`src/rtl/fifo_wr_arbiter.sv`:
```
// Round-robin arbiter sharing one FIFO write port among N_REQ producers, with full/almostfull throttling and per-write completion.
// Define FIFO_ARB_FIXED_PRIO_EN for fixed priority (lowest index wins) instead of round-robin.
module fifo_wr_arbiter #(
  parameter int unsigned  FIFO_WIDTH = 16,
  parameter int unsigned  N_REQ      = 4,
  localparam int unsigned ID_W       = $clog2(N_REQ)
) (
  input  logic                        clk,
  input  logic                        rst_n,
  input  logic [N_REQ-1:0]            req,
  input  logic [N_REQ*FIFO_WIDTH-1:0] req_data,
  output logic [N_REQ-1:0]            gnt,
  input  logic                        fifo_full,
  input  logic                        fifo_almostfull,
  input  logic                        fifo_wr_ack,
  input  logic                        fifo_overflow,
  output logic                        fifo_wr_en,
  output logic [FIFO_WIDTH-1:0]       fifo_data_in,
  output logic                        ack_vld,
  output logic [ID_W-1:0]             ack_id,
  output logic                        ack_ok,
  output logic [1:0]                  arb_state,
  output logic                        drop_err
);

  typedef enum logic [1:0] {
    S_IDLE    = 2'd0,
    S_ISSUE   = 2'd1,
    S_BLOCKED = 2'd2
  } state_e;

  state_e                  r_state;
  state_e                  w_state_nxt;
  logic                    w_can_issue;
  logic                    w_found;
  logic                    w_grant;
  logic [ID_W-1:0]         w_winner;
  logic [FIFO_WIDTH-1:0]   w_win_data;
  logic                    r_wr_en;
  logic [FIFO_WIDTH-1:0]   r_data;
  logic [ID_W-1:0]         r_id1;
  logic [ID_W-1:0]         r_id2;
  logic                    r_v2;
  logic                    r_ack_vld;
  logic [ID_W-1:0]         r_ack_id;
  logic                    r_ack_ok;
  logic                    r_drop_err;
`ifndef FIFO_ARB_FIXED_PRIO_EN
  logic [ID_W-1:0]         r_ptr;
`endif

  // A write already in flight is not yet reflected in the flags, so almostfull must stall it.
  assign w_can_issue = !fifo_full && !(r_wr_en && fifo_almostfull);

  // Winner = requester with smallest priority distance (from ptr+1 with wrap, or plain index).
  always_comb begin : sel_comb
    int unsigned v_best;
    int unsigned v_dist;
    w_found    = 1'b0;
    w_winner   = '0;
    w_win_data = '0;
    v_best     = N_REQ;
    for (int i = 0; i < N_REQ; i++) begin
`ifdef FIFO_ARB_FIXED_PRIO_EN
      v_dist = 32'(i);
`else
      v_dist = (32'(i) + N_REQ - 32'd1 - 32'(r_ptr)) % N_REQ;
`endif
      if (req[i] && (v_dist < v_best)) begin
        v_best     = v_dist;
        w_found    = 1'b1;
        w_winner   = ID_W'(i);
        w_win_data = req_data[i*FIFO_WIDTH +: FIFO_WIDTH];
      end
    end
  end

  assign w_grant = w_found && w_can_issue;
  assign gnt     = w_grant ? (N_REQ'(1) << w_winner) : '0;

  // Issue stage and two-stage id pipeline aligned with the FIFO's registered response.
  always_ff @(posedge clk or negedge rst_n) begin
    if (!rst_n) begin
      r_wr_en    <= 1'b0;
      r_data     <= '0;
      r_id1      <= '0;
      r_id2      <= '0;
      r_v2       <= 1'b0;
      r_ack_vld  <= 1'b0;
      r_ack_id   <= '0;
      r_ack_ok   <= 1'b0;
      r_drop_err <= 1'b0;
`ifndef FIFO_ARB_FIXED_PRIO_EN
      r_ptr      <= ID_W'(N_REQ - 1);
`endif
    end else begin
      r_wr_en   <= w_grant;
      if (w_grant) begin
        r_data <= w_win_data;
        r_id1  <= w_winner;
`ifndef FIFO_ARB_FIXED_PRIO_EN
        r_ptr  <= w_winner;
`endif
      end
      r_id2     <= r_id1;
      r_v2      <= r_wr_en;
      r_ack_vld <= r_v2;
      if (r_v2) begin
        r_ack_id <= r_id2;
        r_ack_ok <= fifo_wr_ack && !fifo_overflow;
        if (!fifo_wr_ack || fifo_overflow) begin
          r_drop_err <= 1'b1;
        end
      end
    end
  end

  always_ff @(posedge clk or negedge rst_n) begin
    if (!rst_n) begin
      r_state <= S_IDLE;
    end else begin
      r_state <= w_state_nxt;
    end
  end

  always_comb begin
    w_state_nxt = r_state;
    if (req == '0) begin
      w_state_nxt = S_IDLE;
    end else if (w_grant) begin
      w_state_nxt = S_ISSUE;
    end else begin
      w_state_nxt = S_BLOCKED;
    end
  end

  always_comb begin
    arb_state = 2'(r_state);
  end

  assign fifo_wr_en   = r_wr_en;
  assign fifo_data_in = r_data;
  assign ack_vld      = r_ack_vld;
  assign ack_id       = r_ack_id;
  assign ack_ok       = r_ack_ok;
  assign drop_err     = r_drop_err;

endmodule

```
`config.mk`:
```
export PLATFORM = sky130hd
export DESIGN_NAME = fifo_wr_arbiter
export DESIGN_NICKNAME = d
export VERILOG_FILES = /design/src/rtl/fifo_wr_arbiter.sv
export SDC_FILE = /design/constraint.sdc
export NUM_CORES = 1
export LEC_CHECK = 0
export ABC_AREA = 1
export ABC_CLOCK_PERIOD_IN_PS = 12800
export BUFFER_PORTS_ARGS = -buffer_cell sky130_fd_sc_hd__buf_4
export CAP_MARGIN = 10
export CORE_MARGIN = 2
export CORE_UTILIZATION = 50
export CTS_CLUSTER_DIAMETER = 150
export CTS_CLUSTER_SIZE = 28
export DETAILED_ROUTE_END_ITERATION = 6
export HOLD_SLACK_MARGIN = 0.08
export PLACE_DENSITY = 0.85
export SLEW_MARGIN = 20
export SYNTH_ARGS = -nofsm -noshare
export SYNTH_HDL_FRONTEND = slang
export SYNTH_SLANG_ARGS = --single-unit
```
`constraint.sdc`:
```
create_clock -name clk -period 12.8 [get_ports clk]
set_input_delay 2.56 -clock clk [delete_from_list [all_inputs] [get_ports clk]]
set_output_delay 2.56 -clock clk [all_outputs]
set_load 0.01 [all_outputs]
```
==> summary.md <==
The flow ran to the end, and the final reports show no timing, DRC or antenna violations. For the number of unique standard cell types used by synthesis, the log shows 24. Sequential share of the synthesized area: 0.3633. The worst register-to-register path ends at r_ptr[0].

For the maximum level of the CTS H-tree, the log shows 2. The worst setup path is launched from an input port. After detailed routing, the total wire length is 5592 microns. The total count of max-transition violations in the final report was 0; the number of inserted filler cells in the final layout was 325.

Power density relative to cell area: 208.5 mW/mm^2. All-layer global routing usage: 0.2330. Dividing the detail-routed wire length by the instance count gives 12.86 microns.

STA classifies the critical path endpoint as an output port. The first global-routing pass estimated 9177 microns of wire. The cell with the most instances after synthesis was sky130_fd_sc_hd__nand2_1.

The leakage component of the power is 1.645 nW, and the top-area cell type share of the netlist area is 0.3388. The critical path in this run is classified as in -> out. The count of routing violations after the opening detailed-route iteration is 162, and the number of failing setup endpoints in the final timing report is 0. Fraction of registers with async set/reset: 1.000. The routed layout has 2235 vias.

The number of antenna violations at the first check in global routing was 0. Compared with the post-synthesis result, the final layout area differs by 35.92%. The worst min-delay path class was reg -> reg.

The clock passes through at most 2 buffers. Tracing the worst setup path back leads to its startpoint at req[0]. By count the netlist is led by 81 x sky130_fd_sc_hd__nand2_1, 45 x sky130_fd_sc_hd__inv_1, 41 x sky130_fd_sc_hd__nand3_1. The tools report the clock latency on the worst-skew pair as 0.27 ns. The number of hold-repair buffers added at the cts stage came out at 0.

The worst-case setup slack after placement was 3.838 ns. Setup repair after global routing left no endpoint under its margin. Clock tree root driver cell: sky130_fd_sc_hd__clkbuf_8. Counting every net in the synthesized netlist gives 373.

Static timing analysis puts the maximum clock frequency at 111.5 MHz. The most used flip-flop cell after synthesis is sky130_fd_sc_hd__dfrtp_1. In this run the register-to-register setup slack is 8.52 ns. The final hold violation count is 0, and the post-route fraction of the period consumed by the critical path is 0.7005.

The number of placed instances with taps included was 428; the mean instance size in the synthesized netlist was 7.237 sq um. For this design the top-level I/O count stands at 102. 0 antenna diodes ended up in the layout. Ranked by total cell area, the synthesized netlist is headed by sky130_fd_sc_hd__dfrtp_1 34%, sky130_fd_sc_hd__nand2_1 14%, sky130_fd_sc_hd__nand3_1 9.6%. For this run the aggregate overflow at the end of global routing stands at 0.

In the final design database the tool counted 462 nets. The Yosys step of the flow raised 0 warnings. The synthesized netlist occupies a cell area of 0.002142 sq mm. The number of cells on the worst reg-to-reg path was 22. The number of storage elements in the synthesis netlist is 31, and the number of synthesized flops with an enable pin is 0. Clock-pin slew was measured on the worst setup and hold paths at 0.06 ns.

TritonCTS built the clock tree. The tools report the destination of the critical timing path as gnt[1]. The finished layout holds 435 standard cells, fillers aside. TritonCTS sink count: 31. The logs give 10.24 ns for the required time reported for the critical path endpoint and 0 for the count of instances resized after the clock tree is built. The number of rows in the core area was 23; the number of buffers added by the clock tree synthesis step was 5. The end-of-flow core utilization is 0.7175. The tools report the total half-perimeter wirelength after legalization and detailed placement as 4389 microns. The placer congestion estimate was 0.8240; the area used by sequential logic in the layout was 778.2 sq um. After detailed routing, the number of vias per cell comes to 5.138. Data arrives at the worst endpoint at 6.41 ns.

The total power after layout is 0.0006071 W, and the floorplan die height is 69.46 microns. In the routed design, unresolved DRC markers number 0. The number of I/O port buffers is 101, and the instance count of the mapped netlist is 296. The core region is 0.004058 sq mm. The worst register-to-register path begins at r_ptr[1]. In this run the worst path has a maximum fanout of 38. The clock arrives with 0.006288 ns of skew. The minimum period implied by the final worst setup slack is 8.966 ns, and the share of final-layout standard cells stronger than drive strength 1 is 0.3610. For this run, the detailed router's first-pass iteration total came to 4. The run gives 0 as the number of buffers added for setup after CTS. The largest voltage drop on the vdd net was 0.0001003 V. The number of max-capacitance violations reported was 0; the pin slew with the least headroom to its limit was 0.7661 ns. The initial standard-cell utilization of the core is 0.5279, and the summed negative setup slack over all endpoints is 0 ns. Across all setup checks in the final design, the least slack found is 3.834 ns.

The biggest area contributor in the post-synthesis netlist is sky130_fd_sc_hd__dfrtp_1. The full die area was 0.004824 sq mm; the via count of the first global-routing pass was 2089. Largest net degree at the start of global routing: 39. The worst slew slack as a fraction of its limit was 0.4887; the die width was 69.46 microns. The tools report the multi-input logic area as 0.001050 sq mm. For the count of nets left with antenna violations after detail routing, the log shows 0.
==> flip-flops by register name, indices dropped and copies added, names as in the netlist, 2 cells and up <==
register and count:
fifo_data_in 16, ack_id 2, arb_state 2, r_id1 2, r_id2 2, r_ptr 2
==> where the power goes <==
| part | internal (W) | switching (W) |
|---|---|---|
| clock | 0.0000421 | 0.0000328 |
| sequential | 0.000138 | 0.0000240 |
| combinational | 0.000142 | 0.000228 |
| total | 0.000322 | 0.000285 |
==> per-stage QoR <==
| step | instance area [sq um] | hold WS (ns) |
|---|---|---|
| after floorplan | 2142 | 0.3540 |
| after detailed placement | 2824 | 0.3689 |
| after CTS | 2912 | 0.3832 |
| final | 2912 | 0.3954 |
| after global placement | 2824 | 0.3631 |
| after global routing | 2912 | 0.4045 |
==> cell families (layout without fill, tap and decap cells) <==
| family | Yosys count | after routing | synth area share |
|---|---|---|---|
| fa+ha+maj | 3 | 3 | 0.01753 |
| compound gates | 6 | 6 | 0.01402 |
| xor+xnor | 1 | 1 | 0.004090 |
| simple gates | 190 | 190 | 0.4544 |
| buf+inv | 65 | 154 | 0.1466 |
| flops | 31 | 31 | 0.3633 |
==> worst min-delay path by stage <==
stage                         from       end  slack (ns)  cells after the start
final                     r_id1[0]  r_id2[0]        0.40                      0
after global routing      r_id1[0]  r_id2[0]        0.40                      0
after CTS                 r_id1[0]  r_id2[0]        0.38                      0
after detailed placement  r_id1[0]  r_id2[0]        0.37                      0
after global placement    r_id1[0]  r_id2[0]        0.36                      0
after floorplan           r_id1[0]  r_id2[0]        0.35                      0
==> area by class of cell <==
cell class	count	share of cell area
Multi-Input combinational cell	200	0.3606
Timing Repair Buffer	101	0.2604
Clock buffer	6	0.02836
Inverter	46	0.06016
Tap cell	50	0.02149
Clock inverter	1	0.001719
Sequential cell	31	0.2673
==> routing by layer <==
metal	routed length, microns	global-route usage	share of wire	vias to the layer above
met5	0	0	0	-
met4	110	0.08497	0.020	0
met3	419	0.03779	0.075	11
met2	2703	0.3889	0.48	111
met1	2358	0.3041	0.42	984
li1	-	-	-	1129
==> worst max-delay path: stages <==
cell and delay, ns:
sky130_fd_sc_hd__buf_4 0.21, sky130_fd_sc_hd__nand2_1 0.11, sky130_fd_sc_hd__ha_1 0.28, sky130_fd_sc_hd__nand2_1 0.08, sky130_fd_sc_hd__nand2_2 0.06, sky130_fd_sc_hd__nand2_4 0.17, sky130_fd_sc_hd__nand2_2 0.25, sky130_fd_sc_hd__o21ai_0 0.31
sky130_fd_sc_hd__ha_1 0.29, sky130_fd_sc_hd__nand2_1 0.07, sky130_fd_sc_hd__nand2_1 0.04, sky130_fd_sc_hd__nand2_1 0.06, sky130_fd_sc_hd__nand2_2 0.36, sky130_fd_sc_hd__o21ai_0 0.31, sky130_fd_sc_hd__ha_1 0.26, sky130_fd_sc_hd__nand2_1 0.08
sky130_fd_sc_hd__nand2_2 0.06, sky130_fd_sc_hd__nand2_4 0.18, sky130_fd_sc_hd__nand2_8 0.15, sky130_fd_sc_hd__nand2_1 0.15, sky130_fd_sc_hd__nand2_1 0.10, sky130_fd_sc_hd__nor2_1 0.13, sky130_fd_sc_hd__buf_4 0.13
==> cells in the final DEF, fill, tap and decap left out <==
cell type	count
sky130_fd_sc_hd__ha_1	3
sky130_fd_sc_hd__o21ai_1	2
sky130_fd_sc_hd__nor3_1	1
sky130_fd_sc_hd__buf_4	101
sky130_fd_sc_hd__nand3_1	41
sky130_fd_sc_hd__inv_4	1
sky130_fd_sc_hd__or2_2	2
sky130_fd_sc_hd__xnor2_1	1
sky130_fd_sc_hd__nand2_1	81
sky130_fd_sc_hd__o21ai_0	2
sky130_fd_sc_hd__nand2_4	2
sky130_fd_sc_hd__nand4_1	32
sky130_fd_sc_hd__nand2_8	1
sky130_fd_sc_hd__nand2_2	14
sky130_fd_sc_hd__clkbuf_8	6
sky130_fd_sc_hd__nor2_1	7
sky130_fd_sc_hd__clkinv_2	1
sky130_fd_sc_hd__dfstp_2	2
sky130_fd_sc_hd__nand3_2	9
sky130_fd_sc_hd__a21oi_1	2
sky130_fd_sc_hd__dfrtp_1	29
sky130_fd_sc_hd__inv_1	45
Power figures use the tool's default switching activity.
